==> src/rtl/mdu_pkg.sv <==
// mdu_pkg: op codes, FSM encoding and op classification for the multiply/divide unit
package mdu_pkg;
  localparam int MDU_WIDTH = 32;
  localparam logic [3:0] OP_MULT  = 4'b0000;
  localparam logic [3:0] OP_MULTU = 4'b0001;
  localparam logic [3:0] OP_DIV   = 4'b0010;
  localparam logic [3:0] OP_DIVU  = 4'b0011;
  localparam logic [3:0] OP_MTHI  = 4'b0100;
  localparam logic [3:0] OP_MTLO  = 4'b0101;
  localparam logic [3:0] OP_MADD  = 4'b1000;
  localparam logic [3:0] OP_MADDU = 4'b1001;
  localparam logic [3:0] OP_MSUB  = 4'b1010;
  localparam logic [3:0] OP_MSUBU = 4'b1011;
  typedef enum logic [1:0] {ST_IDLE, ST_RUN, ST_FIX} state_t;
  function automatic logic op_mul(input logic [3:0] op);
    return op == OP_MULT || op == OP_MULTU;
  endfunction
  function automatic logic op_div(input logic [3:0] op);
    return op == OP_DIV || op == OP_DIVU;
  endfunction
  function automatic logic op_acc(input logic [3:0] op);
    return op[3:2] == 2'b10;
  endfunction
  function automatic logic op_sub(input logic [3:0] op);
    return op == OP_MSUB || op == OP_MSUBU;
  endfunction
  function automatic logic op_signed(input logic [3:0] op);
    return op == OP_MULT || op == OP_DIV || op == OP_MADD || op == OP_MSUB;
  endfunction
endpackage

==> src/rtl/mdu_div_step.sv <==
// mdu_div_step: one restoring-divide iteration (shift in next dividend bit, trial subtract)
module mdu_div_step
  import mdu_pkg::*;
#(
  parameter int WIDTH = MDU_WIDTH
) (
  input  logic [WIDTH-1:0] rem,
  input  logic [WIDTH-1:0] quo,
  input  logic [WIDTH-1:0] dvs,
  output logic [WIDTH-1:0] rem_n,
  output logic [WIDTH-1:0] quo_n
);
  logic [WIDTH:0] sh, df;
  always_comb begin
    sh = {rem, quo[WIDTH-1]};
    df = sh - {1'b0, dvs};
    rem_n = df[WIDTH] ? sh[WIDTH-1:0] : df[WIDTH-1:0];
    quo_n = {quo[WIDTH-2:0], ~df[WIDTH]};
  end
endmodule

==> src/rtl/mul_div_unit.sv <==
// mul_div_unit: radix-2 iterative multiply/divide owning HI/LO
// Defining MDU_ACCUM_EN enables MADD/MADDU/MSUB/MSUBU accumulate into {hi,lo}.
module mul_div_unit
  import mdu_pkg::*;
#(
  parameter int WIDTH = MDU_WIDTH
) (
  input  logic             clk,
  input  logic             rst_n,
  input  logic             start,
  input  logic [3:0]       op,
  input  logic [WIDTH-1:0] a,
  input  logic [WIDTH-1:0] b,
  input  logic             flush,
  output logic             busy,
  output logic             done,
  output logic [WIDTH-1:0] hi,
  output logic [WIDTH-1:0] lo
);
  localparam int CW = $clog2(WIDTH);
  state_t state, state_n;
  logic [CW-1:0] cnt;
  logic [WIDTH-1:0] wk_hi, wk_lo, dvs, a_q, div_rem, div_quo, quo_fix, rem_fix;
  logic [WIDTH:0] mul_sum;
  logic [2*WIDTH-1:0] prod, sprod, mul_res, res;
  logic div_q, neg_res, neg_rem, bz, sgn, iter, accept, last;
`ifdef MDU_ACCUM_EN
  logic acc_q, sub_q;
  assign iter = op_mul(op) || op_div(op) || op_acc(op);
`else
  assign iter = op_mul(op) || op_div(op);
`endif
  assign sgn = op_signed(op);
  assign accept = state == ST_IDLE && start && !flush;
  assign last = cnt == CW'(WIDTH - 1);
  always_ff @(posedge clk or negedge rst_n)
    if (!rst_n) state <= ST_IDLE;
    else state <= state_n;
  always_comb
    state_n = flush ? ST_IDLE :
              state == ST_IDLE ? (start && iter ? ST_RUN : ST_IDLE) :
              state == ST_RUN  ? (last ? ST_FIX : ST_RUN) : ST_IDLE;
  always_comb busy = state != ST_IDLE;
  mdu_div_step #(.WIDTH(WIDTH)) u_div_step (
    .rem(wk_hi), .quo(wk_lo), .dvs(dvs), .rem_n(div_rem), .quo_n(div_quo)
  );
  // shift-add multiply: {wk_hi,wk_lo} holds partial product above the unconsumed multiplier bits
  assign mul_sum = {1'b0, wk_hi} + (wk_lo[0] ? {1'b0, dvs} : '0);
  always_ff @(posedge clk or negedge rst_n)
    if (!rst_n) begin
      cnt <= '0;
      wk_hi <= '0;
      wk_lo <= '0;
      dvs <= '0;
      a_q <= '0;
      div_q <= 1'b0;
      neg_res <= 1'b0;
      neg_rem <= 1'b0;
      bz <= 1'b0;
`ifdef MDU_ACCUM_EN
      acc_q <= 1'b0;
      sub_q <= 1'b0;
`endif
    end else if (accept && iter) begin
      cnt <= '0;
      wk_hi <= '0;
      wk_lo <= sgn && a[WIDTH-1] ? -a : a;
      dvs <= sgn && b[WIDTH-1] ? -b : b;
      a_q <= a;
      div_q <= op_div(op);
      neg_res <= sgn && (a[WIDTH-1] ^ b[WIDTH-1]);
      neg_rem <= sgn && a[WIDTH-1];
      bz <= b == '0;
`ifdef MDU_ACCUM_EN
      acc_q <= op_acc(op);
      sub_q <= op_sub(op);
`endif
    end else if (state == ST_RUN) begin
      cnt <= cnt + 1'b1;
      wk_hi <= div_q ? div_rem : mul_sum[WIDTH:1];
      wk_lo <= div_q ? div_quo : {mul_sum[0], wk_lo[WIDTH-1:1]};
    end
  always_comb begin
    prod = {wk_hi, wk_lo};
    sprod = neg_res ? -prod : prod;
    quo_fix = neg_res ? -wk_lo : wk_lo;
    rem_fix = neg_rem ? -wk_hi : wk_hi;
`ifdef MDU_ACCUM_EN
    mul_res = acc_q ? {hi, lo} + (sub_q ? -sprod : sprod) : sprod;
`else
    mul_res = sprod;
`endif
    res = !div_q ? mul_res : bz ? {a_q, {WIDTH{1'b1}}} : {rem_fix, quo_fix};
  end
  always_ff @(posedge clk or negedge rst_n)
    if (!rst_n) begin
      hi <= '0;
      lo <= '0;
      done <= 1'b0;
    end else begin
      done <= state == ST_FIX && !flush;
      if (state == ST_FIX && !flush) {hi, lo} <= res;
      else if (accept && op == OP_MTHI) hi <= a;
      else if (accept && op == OP_MTLO) lo <= a;
    end
endmodule

==> config.mk <==
export PLATFORM = sky130hd
export DESIGN_NAME = mul_div_unit
export DESIGN_NICKNAME = d
export VERILOG_FILES = /design/src/rtl/mdu_pkg.sv /design/src/rtl/mdu_div_step.sv /design/src/rtl/mul_div_unit.sv
export SDC_FILE = /design/constraint.sdc
export NUM_CORES = 1
export LEC_CHECK = 0
export CAP_MARGIN = 5
export CORE_ASPECT_RATIO = 0.8
export CORE_MARGIN = 1
export CORE_UTILIZATION = 55
export DETAILED_ROUTE_END_ITERATION = 7
export MAX_ROUTING_LAYER = met4
export PLACE_DENSITY = 0.78
export SYNTH_ARGS = -nofsm -noshare
export SYNTH_HDL_FRONTEND = slang
export SYNTH_SLANG_ARGS = --single-unit
==> constraint.sdc <==
create_clock -name clk -period 4.45 [get_ports clk]
set_input_delay 0.445 -clock clk [delete_from_list [all_inputs] [get_ports clk]]
set_output_delay 0.445 -clock clk [all_outputs]
set_load 0.01 [all_outputs]
==> results.cfg, run 1 <==
[cells_and_area]
fillers = 2584
fin_nets = 2260
syn_to_final_growth_pct = 15.3
diodes = 0
fin_util_pct = 64.8
drive_above_1_share_pct = 5.48
regArea_um2 = 5110
multi_input_area_um2 = 10600
fin_area_um2 = 19100

[logic_synthesis]
async_flop_share_pct = 100
synth_area_um2 = 16500
syn_inst = 2057
yosysTopAreaCell = dfrtp_1
syn_area_per_cell_um2 = 8.04
yosys.cell_types.count = 75
synth_commonest_cells = nand2_1, dfrtp_1, o21ai_0
syn-num-nets = 2201
synth-main-ff-cell = dfrtp_1
synth_edf_count = 0
ys_seq_area_share_pct = 30.9
synth.top_cell.area_share_pct = 30.9
synthTopCellsByArea = dfrtp_1, nand2_1, o21ai_0, mux2i_1, ha_1
ys.warnings.count = 0
ys_ff_latch = 204
synth_most_common_cell = nand2_1

[floorplanning]
die_h_um = 157
core_um2 = 29400
die_area_um2 = 30800
pin_count = 138
rows = 56
fp.dieW_um = 196
start_util_pct = 56.2

[placement]
dpl.hpwl_mm = 43.6
place.gp.congestion = 0.965
portBuffers = 137
placed_area_um2 = 18200

[global_routing]
grtUsageTotal_pct = 39.8
grt_max_degree = 99
grt_pass1_wl_mm = 92.0
overflow = 0
grt_pass1_vias = 15600
antenna_found_initial = 0

[clock_tree]
cts_tree = built
clockRootBuffer = clkbuf_16
clock_sinks = 204
ctsResizeCount = 0
post-cts-setup-buffers = 0
htreeDepth = 1
clk_pin_slew_ns = 0.06
hold_buffers = 0
cts_buffers = 24
clk_path_buf_depth = 3
clk_latency_ns = 0.55

[run]
drv_cap = 0

[routing]
num_vias = 16600
wl_per_cell_um = 23.6
finalWirelength_mm = 59.2
drt-initial-drc-count = 1779
viasPerCell = 6.60
drc = 0
ant_nets = 0
drt_pass1_iterations = 5

[sta]
post-route-min-period_ns = 3.87
fin_skew_ns = 0.0128
fin_crit_sh_pct = 86.9
worstMarginPinSlew_ns = 1.06
clock.fmax_mhz = 259
setup_tns_ns = 0
relSlewSlack_pct = 29.0
rsz0062_at_grt = false
setup_viol = 0
hold_viol = 8
maxSlewViolCount = 0
holdWs_ns = -0.0510

[worst_setup_path]
start_kind = flip-flop
crit_start = wk_hi[0]
r2r_setup_slack_ns = 0.58
crit_path_end_kind = flip-flop
ff2ff_path_depth = 12
critPathKind = reg -> reg
path_max_fanout = 35
endpoint = wk_hi[4]
required_ns = 4.87
arrival_ns = 4.28
r2r_start = wk_hi[0]
r2r_end = wk_hi[4]

[min_path]
hold_path_class = in -> async

[power]
p_int_mw = 6.36
swShare_pct = 46.4
seqPwrFrac_pct = 26.8
power_leakage_nw = 8.06
comb_power_share_pct = 54.6
power.density_nw_per_um2 = 622
p_sw_mw = 5.51
ir_drop_v = 0.000355
clockPowerShare_pct = 18.6
power.total_mw = 11.9

[status]
violations = negative hold slack
run_status = finished, violations left
-- flip-flops by register name (all words and copies together), names as in the netlist --
register  flops
wk_hi        32
wk_lo        32
a_q          32
lo           32
neg_rem       1
cnt           5
hi           32
done          1
state         2
neg_res       1
bz            1
div_q         1
dvs          32
-- cell usage in the layout, fill, tap and decap left out, types with 10 or more instances in the layout --
cell type and count:
a211oi_1 35, a21o_1 34, a21oi_1 111, a221oi_1 25, a22oi_1 15, a31oi_1 19
a32oi_1 30, and2_1 11, and3_1 21, buf_4 44, clkbuf_16 25, clkdlybuf4s50_1 136
dfrtp_1 203, ha_1 70, inv_1 64, mux2i_1 88, nand2_1 312, nand2b_1 15
nand3_1 25, nand4_1 14, nor2_1 138, nor2b_1 30, nor3_1 33, nor4_1 17
o211ai_1 36, o21a_1 12, o21ai_0 181, o22ai_1 10, o31ai_1 24, o41ai_1 12
or3_1 23, or4_1 15, xnor2_1 81, xor2_1 98
-- through the flow --
stage / instances / hold slack (ns) / worst slack (ns)
6_report: 2511 / -0.0510 / 0.584
4_1_cts: 2511 / 0.0296 / 0.674
5_1_grt: 2511 / 0.0402 / 0.481
2_1_floorplan: 2057 / 0.149 / 1.21
3_5_place_dp: 2467 / 0.458 / 0.745
3_3_place_gp: 2467 / 0.454 / 0.723
-- per-layer routing --
layer | part of all wire, % | up-vias | global-route usage, %
li1 | - | 7533 | -
met1 | 45 | 8023 | 57.4
met3 | 12 | 119 | 10.5
met5 | 0 | - | -
met2 | 40 | 886 | 54.1
met4 | 2.8 | 0 | 11.3
-- cell type report --
class,count,share of cell area [%]
clock buffer,35,3.74
clock inverter,9,0.774
inverter,64,1.26
multi-input combinational,1639,55.8
sequential,204,26.8
tap,377,2.47
timing repair buffer,183,9.15
-- worst max-delay path: stages (launching register included) --
cell and delay (ns):
dfrtp_1 0.52, inv_1 0.16, fa_1 0.46, nor2b_1 0.20
o31a_1 0.23, a41o_1 0.34, a2111o_1 0.40, a2111oi_2 0.16
nor4_4 0.34, buf_12 0.29, mux2_2 0.37, a21oi_1 0.13
o21ai_0 0.10
-- power by group through the flow --
stage | Clock, mW | Sequential (mW) | Combinational, mW
final | 2.21 | 3.18 | 6.47
after floorplan | 0 | 2.79 | 4.56
after global routing | 2.28 | 3.24 | 7.04
after global placement | 0 | 3.14 | 6.19
after CTS | 2.22 | 3.14 | 6.32
after detailed placement | 0 | 3.17 | 6.26
-- worst min path at each step --
stage	cells after the start	end	slack, ns
floorplan	0	a_q[0]	0.15
global placement	2	a_q[18]	0.45
detailed placement	2	a_q[18]	0.46
CTS	1	dvs[28]	0.03
global route	1	dvs[30]	0.04
finish	1	dvs[28]	-0.05
-- cells by family (layout without fill, tap and decap cells) --
kind of cell	Yosys count	in the layout	share of synthesized area [%]
xor+xnor	179	179	9.48
compound gates	601	601	23.8
mux	97	97	5.94
fa+ha+maj	72	72	5.54
buf+inv	214	291	4.99
simple gates	690	690	19.4
flops	204	204	30.9
Power figures use the tool's default switching activity.
==> inputs of run 2 (changes only) <==
--- a/config.mk
+++ b/config.mk
@@ -12,6 +12,8 @@
 export DETAILED_ROUTE_END_ITERATION = 7
 export MAX_ROUTING_LAYER = met4
 export PLACE_DENSITY = 0.78
+export SETUP_SLACK_MARGIN = 0.4
+export SKIP_CTS_REPAIR_TIMING = 1
 export SYNTH_ARGS = -nofsm -noshare
 export SYNTH_HDL_FRONTEND = slang
 export SYNTH_SLANG_ARGS = --single-unit
==> results of run 2 <==
The final DEF is identical to that of run 1; final timing and power are the same.
